===== config.mk =====
export PLATFORM = sky130hd
export DESIGN_NAME = seg_scan_decoder
export DESIGN_NICKNAME = d
export VERILOG_FILES = /design/src/rtl/seg_pkg.sv /design/src/rtl/seg7_to_hex.sv /design/src/rtl/seg_scan_decoder.sv
export SDC_FILE = /design/constraint.sdc
export NUM_CORES = 1
export LEC_CHECK = 0
export ABC_AREA = 1
export CORE_MARGIN = 1.5
export CORE_UTILIZATION = 40
export CTS_CLUSTER_SIZE = 8
export DETAILED_ROUTE_END_ITERATION = 10
export SYNTH_ARGS = -nofsm -noshare
export SYNTH_HDL_FRONTEND = slang
export SYNTH_SLANG_ARGS = --single-unit
export TNS_END_PERCENT = 100

===== constraint.sdc =====
create_clock -name sys_clk -period 4.1 [get_ports sys_clk]
set_input_delay 0.82 -clock sys_clk [delete_from_list [all_inputs] [get_ports sys_clk]]
set_output_delay 0.82 -clock sys_clk [all_outputs]
set_load 0.02 [all_outputs]

===== src/rtl/seg_pkg.sv =====
// Shared constants and types for the seven-segment scan decoder:
// default settle window, FSM encoding, segment table and anode helpers.
package seg_pkg;

  localparam int SETTLE_CYCLES_DEF = 4;

  typedef enum logic [1:0] {
    ST_IDLE   = 2'd0,
    ST_SETTLE = 2'd1,
    ST_HOLD   = 2'd2
  } scan_state_t;

  // Raw pin image, all fields active-low as seen on the board.
  typedef struct packed {
    logic [6:0] seg;
    logic       dp;
    logic [7:0] an;
  } scan_sample_t;

  // Active-high gfedcba patterns for hex digits 0..F.
  localparam logic [6:0] SEG_TABLE [16] = '{
    7'h3F, 7'h06, 7'h5B, 7'h4F, 7'h66, 7'h6D, 7'h7D, 7'h07,
    7'h7F, 7'h6F, 7'h77, 7'h7C, 7'h39, 7'h5E, 7'h79, 7'h71
  };

  function automatic logic an_legal(input logic [7:0] an);
    return $countones(~an) == 1;
  endfunction

  function automatic logic [2:0] an_index(input logic [7:0] an);
    logic [2:0] idx;
    idx = 3'd0;
    for (int i = 0; i < 8; i++) begin
      if (!an[i]) idx = 3'(i);
    end
    return idx;
  endfunction

endpackage


===== src/rtl/seg7_to_hex.sv =====
// Combinational decode of an active-high gfedcba pattern into a hex nibble,
// flagging fully-dark patterns as blank and unknown patterns as errors.
module seg7_to_hex
  import seg_pkg::*;
(
  input  logic [6:0] seg,
  output logic [3:0] nibble,
  output logic       blank,
  output logic       err
);

  always_comb begin
    nibble = 4'h0;
    blank  = (seg == 7'h00);
    err    = (seg != 7'h00);
    for (int i = 0; i < 16; i++) begin
      if (seg == SEG_TABLE[i]) begin
        nibble = 4'(i);
        err    = 1'b0;
      end
    end
  end

endmodule


===== src/rtl/seg_scan_decoder.sv =====
// Recovers the hex digits shown on a multiplexed 8-digit seven-segment display
// by waiting for each scanned pattern to settle and capturing it once.
module seg_scan_decoder
  import seg_pkg::*;
#(
  parameter int SETTLE_CYCLES = SETTLE_CYCLES_DEF
) (
  input  logic        sys_clk,
  input  logic        sys_rst,
  input  logic        CA,
  input  logic        CB,
  input  logic        CC,
  input  logic        CD,
  input  logic        CE,
  input  logic        CF,
  input  logic        CG,
  input  logic        DP,
  input  logic [7:0]  AN,
  output logic [31:0] digits,
  output logic [7:0]  dp_mask,
  output logic [7:0]  blank_mask,
  output logic [7:0]  err_mask,
  output logic        digit_valid,
  output logic [2:0]  digit_idx,
  output logic        frame_valid
);

  scan_sample_t smp_p0;
  scan_sample_t prev_q;
  scan_state_t  state_q, state_d;
  logic [7:0]   cnt_q, cnt_d;
  logic [7:0]   seen_q;
  logic         changed, cnt_hit, cap;
  logic [2:0]   cap_idx;
  logic [3:0]   nib;
  logic         nib_blank, nib_err;

  // Stage p0: register the pins; previous sample starts as a blanked display.
  always_ff @(posedge sys_clk or posedge sys_rst) begin
    if (sys_rst) begin
      smp_p0 <= '1;
      prev_q <= '1;
      cnt_q  <= 8'd0;
    end else begin
      smp_p0 <= {CG, CF, CE, CD, CC, CB, CA, DP, AN};
      prev_q <= smp_p0;
      cnt_q  <= cnt_d;
    end
  end

  assign changed = (smp_p0 != prev_q);
  assign cnt_hit = ((cnt_q + 8'd1) == 8'(SETTLE_CYCLES));
  assign cap_idx = an_index(smp_p0.an);

  always_ff @(posedge sys_clk or posedge sys_rst) begin
    if (sys_rst) state_q <= ST_IDLE;
    else         state_q <= state_d;
  end

  always_comb begin
    state_d = state_q;
    if (changed)
      state_d = ST_SETTLE;
    else if (state_q == ST_SETTLE && cnt_hit)
      state_d = an_legal(smp_p0.an) ? ST_HOLD : ST_IDLE;
  end

  always_comb begin
    cnt_d = cnt_q;
    cap   = 1'b0;
    if (changed) begin
      cnt_d = 8'd1;
    end else if (state_q == ST_SETTLE) begin
      cnt_d = cnt_q + 8'd1;
      cap   = cnt_hit && an_legal(smp_p0.an);
    end
  end

  seg7_to_hex u_dec (
    .seg    (~smp_p0.seg),
    .nibble (nib),
    .blank  (nib_blank),
    .err    (nib_err)
  );

  // Stage p1: capture into the digit array and track frame completion.
  always_ff @(posedge sys_clk or posedge sys_rst) begin
    if (sys_rst) begin
      digits      <= 32'd0;
      dp_mask     <= 8'd0;
      blank_mask  <= 8'd0;
      err_mask    <= 8'd0;
      seen_q      <= 8'd0;
      digit_valid <= 1'b0;
      digit_idx   <= 3'd0;
      frame_valid <= 1'b0;
    end else begin
      digit_valid <= cap;
      frame_valid <= (seen_q == 8'hFF);
      // A capture landing on the frame pulse seeds the next frame's mask.
      seen_q <= ((seen_q == 8'hFF) ? 8'h00 : seen_q) | (cap ? (8'b1 << cap_idx) : 8'h00);
      if (cap) begin
        digits[{cap_idx, 2'b00} +: 4] <= nib;
        dp_mask[cap_idx]              <= ~smp_p0.dp;
        blank_mask[cap_idx]           <= nib_blank;
        err_mask[cap_idx]             <= nib_err;
        digit_idx                     <= cap_idx;
      end
    end
  end

endmodule


; ---- Word-level counts from Yosys, hierarchy flattened
; Cells that the tools add are included.
[op_classes]
n_lt_le_gt_ge = 2
bitwise_logic = 4
muxes = 53
n_reduce_logical = 7
shifts = 3
eq_ne = 21
n_addsub = 9
[op_table]
columns = cell, count
row1 = $eq 7x7->1 const B, 12
row2 = $bwmux 32, 1
row3 = $mux 4, 8
row4 = $mux 8, 4
row5 = $shift 4x7->32 const A, 1
row6 = $shiftx 4x7->32, 1
row7 = $mux 3, 10
row8 = $bwmux 8, 3
row9 = $mux 1, 21
row10 = $ne 16x16->1, 1
row11 = $eq 7x3->1 const B, 2
row12 = $eq 7x6->1 const B, 2
row13 = $mux 2, 5
row14 = $add 1x1->2, 4
row15 = $add 8x1->8 const B, 1
row16 = $eq 8x3->1 const B, 1
row17 = $eq 8x8->1 const B, 1
row18 = $not 8->8, 1
row19 = $or 8x8->8, 1
row20 = $shl 1x3->8 const A, 1
row21 = $logic_not 7->1, 1
row22 = $neg 5->7, 1
row23 = $not 7->7, 1
row24 = $reduce_bool 7->1, 1
row25 = other kinds (10), 14
[word_totals]
input_bits = 18
wordCells = 115
register_bits = 111
out_inout_bits = 61

; ---- Depth between registers and ports, before layout
[depth]
depth_word = 19
depth_mapped = 18
mapped_depth_nobuf = 17

; ---- Modules after synthesis
; Synthesis repeated with hierarchy kept, for this count alone.
[hier_totals]
cells_unflattened = 649
hier_area_um2 = 5280.1
[modules_own_cells]
columns = mod, cells_per_inst, n_inst, seq_area_each_um2, area_per_inst_um2
row1 = seg_scan_decoder, 582, 1, 2817.7, 4977.3
row2 = seg7_to_hex, 67, 1, 0.0, 302.8

; ---- Worst setup path before layout
; OpenSTA, ideal clock, no wires.
[synth_timing]
kind = reg2reg
startpoint = register smp_p0[0] (netlist bit)
endpoint = register blank_mask[5]
period_less_slack_ns = 3.808
slack_ns = 0.292
required_time_ns = 3.970
setup_ns = 0.130
path_buffers = 1
stages_incl_launch_ff = 19
arrival_time_ns = 3.678
cell_sequence = dfstp_2 -> inv_1 -> fa_1 -> fa_1 -> fa_1 -> ha_1 -> inv_1 -> fa_1 -> nor3b_1 -> nand2_1 -> o21ai_0 -> nand2_1 -> nor2_4 -> nand2_4 -> buf_6 -> nor2_8 -> nand2_4 -> nand2_1 -> o21ai_1
[synth_between]
elab_chain_cells = 8
elab_cells_between_ends = 9
classes_between = add/sub: 3 / eq/ne: 2 / mux: 2 / bitwise: 1 / reduce/logical: 1
[synth_lines]
columns = item, line_no
row1 = "start, declared", seg_scan_decoder.sv:28  ; scan_sample_t smp_p0;
row2 = "start signal, assigned", seg_scan_decoder.sv:45  ; smp_p0 <= {CG, CF, CE, CD, CC, CB, CA, DP, AN};
row3 = $not 8->8, seg_pkg.sv:27  ; return $countones(~an) == 1;
row4 = $add 1x1->2 (not written as such), seg_pkg.sv:27
row5 = $add 2x2->3 (not written as such), seg_pkg.sv:27
row6 = $add 3x3->4 (not written as such), seg_pkg.sv:27
row7 = $eq 4x1->1, seg_pkg.sv:27
row8 = $logic_and 1x1->1, seg_scan_decoder.sv:75  ; cap = cnt_hit && an_legal(smp_p0.an);
row9 = $mux 1, seg_scan_decoder.sv:73  ; end else if (state_q == ST_SETTLE) begin
row10 = $mux 1 *, seg_scan_decoder.sv:71  ; if (changed) begin
row11 = "end signal, assigned by index", seg_scan_decoder.sv:105  ; blank_mask[cap_idx] <= nib_blank;
row12 = "end, declared", seg_scan_decoder.sv:21  ; output logic [7:0] blank_mask,
; Mark *: on every way between the ends. The rest lies on a longest branch, timed or not.
; A chain may end at the register's enable or synchronous reset.

; ---- Worst setup path in the final report
[layout_timing]
startpoint = register smp_p0[0] (netlist bit)
endpoint = register digits[16]
[layout_between]
elab_chain_cells = 8
elab_cells_between_ends = 9
classes_between = add/sub: 3 / eq/ne: 2 / mux: 2 / bitwise: 1 / reduce/logical: 1
[layout_lines]
columns = item, line_no
row1 = $not 8->8, seg_pkg.sv:27
row2 = $add 1x1->2 (not written as such), seg_pkg.sv:27
row3 = $add 2x2->3 (not written as such), seg_pkg.sv:27
row4 = $add 3x3->4 (not written as such), seg_pkg.sv:27
row5 = $eq 4x1->1, seg_pkg.sv:27
row6 = $logic_and 1x1->1, seg_scan_decoder.sv:75
row7 = $mux 1, seg_scan_decoder.sv:73
row8 = $mux 1 *, seg_scan_decoder.sv:71
row9 = "end signal, assigned by index", seg_scan_decoder.sv:103  ; digits[{cap_idx, 2'b00} +: 4] <= nib;
row10 = "end, declared", seg_scan_decoder.sv:19  ; output logic [31:0] digits,
; Marks and branches as above.

==> metrics list <==
- IR Drop Worst-Case VDD: 0.165 mV
- The final-report max-slew violation count came to 0.
* Leakage power: approximately 3.2 nW
- STA puts the critical path data required time at ~4300 ps.
* Warnings, synthesis: 0
* First-pass DRT Iterations: 4
- The share of total power dissipated in combinational logic is 8.6%.
- Switching component of the power: roughly 520 uW
- Iteration-0 DRC Markers: 191
- Number of nets in the final layout: about 740
- Data arrival time of the critical path: 4160 ps
- Sum of net half-perimeters after detailed placement: roughly 9000 um
* Synthesized Nets: around 640
* Type of the worst setup path: reg -> reg
- Synthesis inferred 111 register bits.
- Final clock period utilization by the worst path: a little over nine tenths
* Layout Skew: between 8 and 9 ps
* All-layer global routing usage: 18.1%
- Internal Power: 1.65 mW
* Launch point of the critical path: smp_p0[0]
* Highest fanout seen on the critical path: 6
- The finished cells cover 6630 um^2.
- The detail route stage leaves a number of antenna-violating nets equal to 0.
- Fraction of layout cells with a size suffix above 1: between 10 and 15%
- Of the total power, the share spent switching nets is about a quarter.
- In this run, CTS created clock tree buffers numbering 9.
- Most used flip-flop cell after synthesis: dfrtp_1
* Number of input and output port buffers inserted: around 80
- Startpoint of the worst-slack reg-to-reg timing path: smp_p0[0]
* Clock-pin slew reported for the worst setup and hold paths after clock tree synthesis: 70 ps
- Antenna violations before repair: 0
- In the routed layout, each cell is associated on average with a via count of 4.68.
- Rel. slew slack: 48.8%
* Total die area: about 14000 um^2
* Core ar.: 12700 um^2
- The number of antenna diodes in the final layout is 0.
- Source-to-sink clock delay at the later pin of the worst-skew pair: around 350 ps
* Wirelength, routed: approximately 12000 um
* Clock network fraction of total power: 38.8%
* H-tree levels: 3
- STA classifies the critical path startpoint as a register.
- Synthesis handed over a netlist of about 600 instances.
* Final hold vios: 0
- Overflow left after global routing: 0
- Nature of the critical path endpoint: register
* Most frequent cell after synthesis: nand2_1
* Setup slack of the worst register-to-register path: roughly 180 ps
* Number of remaining DRC errors: 0
- In this run the critical register-to-register path is captured at digits[16].
* Outcome: completed
- The area growth from synthesis to layout is 25.8%.
- After layout, the minimum clock period comes to ~3900 ps.
- Startpoint of the tightest hold check path: smp_p0[1]
* Number of enable-type register cells in the synthesized netlist: 0
* Maximum frequency from static timing analysis: 255 MHz
- Initial Util: 41.4%
* Top cells by area, synth: dfrtp_1 38%, dfstp_2 16%, nand2_1 14%
- Register-to-Register Path Depth: 18
* Area share of the largest cell type after synthesis: 37.5%
- OpenSTA, run right after detailed placement, puts the worst setup slack at -27.0 ps.
* Number of global-route vias before repair: 4137
- Clock buffer depth: 2
* IO Pins: 79
- Final setup violating endpoints: 0
* CP dominant cell by count: fa_1
- After synthesis, the mean cell area works out to between 8 and 9 um^2.
- Library cell occupying the most area in the post-synthesis netlist: dfrtp_1
* Critical-path cell with the highest stage delay: dfstp_2
- Clock Root Buffer: clkbuf_16
* Wirelength per Cell: 13.4 um
* Class of the tightest hold or removal check: reg -> reg
- The netlist uses 34 different library cells.
- Sequential fraction of the synthesis area: approximately 53%
* Total via count after detailed routing: 4125
* Slew of the pin with the lowest slew margin: 768 ps
- Setup slack on the critical path of the routed design comes to 177 ps.
* # rows: 41
- Post-synth design cell area: around 5300 um^2
- The tool flagged a number of max-cap violations equal to 0.
* Final GP Congestion: 0.937
- The first global-routing pass estimated 20300 um of wire.
- Standard cell area after detailed placement: 6280 um^2
- The clock drives between 100 and 150 sinks.
- Hold Path Depth: 0
* Height of the chip: 118 um
- From left edge to right edge, the die measures 118 um.
- Async set-reset flop share out of synthesis: 100%
* Hold bufs inserted after CTS: 0
* Endpoint, Worst Hold: prev_q[1]
* CTS tree: yes
* Crit path largest cell delay: between 500 and 600 ps
- After synthesis, the most frequently instantiated cells are 195 x nand2_1, 79 x dfrtp_1, 71 x inv_1, 49 x nor2_1, 36 x nand3_1.
- Series of cell instances along the critical path: inv_2 -> fa_1 -> fa_1 -> fa_1 -> ha_2 -> inv_1 -> fa_2 -> nor3b_2 -> nand2_1 -> o21ai_2 -> nand2_2 -> nor2_4 -> nand2_4 -> buf_4 -> nor2_8 -> nand2_1 -> o21ai_0 -> inv_1
- Sequential cells burn 52.6% of the power.
* Setup repair after global routing missed its margin: true
- Largest net degree at the start of global routing: 64
- Power per cell area: between 300 and 400 nW/um^2
==> flip-flops by register name, indices dropped and copies added, names as in the netlist <==
| name | flops |
|---|---|
| digits | 32 |
| cnt_q | 8 |
| state_q | 2 |
| blank_mask | 8 |
| digit_idx | 3 |
| dp_mask | 8 |
| err_mask | 8 |
| seen_q | 8 |
| prev_q | 16 |
| digit_valid | 1 |
| frame_valid | 1 |
| smp_p0 | 16 |
==> area by class of cell <==
class                   count  area [um^2]
fillers                  1222         6090
inverters                  81          309
clock inverters             3         16.3
repair buffers             87          856
multi-input cells         414         2150
flip-flops and latches    111         2820
clock buffers              13          270
well taps                 172          215
==> power by group through the flow <==
stage                     registers [mW]  logic (mW)  clock network, mW
after floorplan                     1.16       0.118                  0
after global placement              1.16       0.166                  0
after detailed placement            1.16       0.170                  0
after CTS                           1.14       0.171              0.865
after global routing                1.14       0.213              0.915
final                               1.14       0.185              0.842
==> cell usage in the layout (no fill, tap or decap), drive strengths merged <==
| cell | n |
|---|---|
| nand2 | 203 |
| dfrtp | 79 |
| clkdlybuf4s50 | 78 |
| inv | 78 |
| nor2 | 59 |
| o21ai | 58 |
| nand3 | 42 |
| dfstp | 32 |
| clkbuf | 13 |
| a21oi | 11 |
| ha | 11 |
| buf | 9 |
| nand4 | 7 |
| xor2 | 5 |
| clkinv | 5 |
| nor3 | 4 |
| fa | 4 |
| nor4 | 2 |
| o22ai | 2 |
| nand3b | 1 |
| nor3b | 1 |
| o21a | 1 |
| nand2b | 1 |
| o211ai | 1 |
| a22o | 1 |
| clkinvlp | 1 |
==> kinds of logic (layout without fill, tap and decap cells) <==
group | after synthesis | count (layout) | synth area share (%)
AOI/OAI and AO/OA | 74 | 74 | 7.24
and+or+nand+nor | 320 | 320 | 27.8
buffers and inverters | 86 | 184 | 6.55
adders and majority gates | 15 | 15 | 4.13
DFF | 111 | 111 | 53.5
xor gates and xnor gates | 5 | 5 | 0.831
==> routing by layer <==
metal	global-route usage (%)	vias up	wire length, um
li1	-	2114	-
met1	24.0	1925	5470
met2	29.2	75	5580
met3	4.65	11	595
met4	5.41	0	137
met5	0	-	0
==> worst max-delay path by stage <==
stage,to,slack [ps],depth (start not counted)
final,digits[16],180,18
after global routing,digits[29],-20,17
after CTS,blank_mask[1],1,18
after detailed placement,digits[8],-30,17
after global placement,digits[8],60,17
after floorplan,blank_mask[5],290,18
==> timing repair <==
action / CTS / global route
setup endpoints to repair: 7 / 61
resized for setup: 1 / 16
buffers inserted: 0 / 3
pin swaps: 2 / 2
==> through the flow <==
stage                     setup TNS [ps]  power (mW)  utilization, %  instances  hold WS [ps]
final                                  0        2.17            52.1        881           374
after global routing               -82.9        2.27            52.1        881           380
after detailed placement           -78.4        1.33            49.3        862           365
after floorplan                        0        1.27               -        611           354
after CTS                              0        2.18            51.6        878           375
after global placement                 0        1.33            49.3        862           363
==> critical path: cells and delay by family, from the launching register on <==
family / cells / cell delay, ps
flops: 1 / 550
compound gates: 2 / 160
fa+ha+maj: 5 / 1980
simple gates: 7 / 790
buf+inv: 4 / 330
No activity file was read; power rests on OpenSTA's default activity.
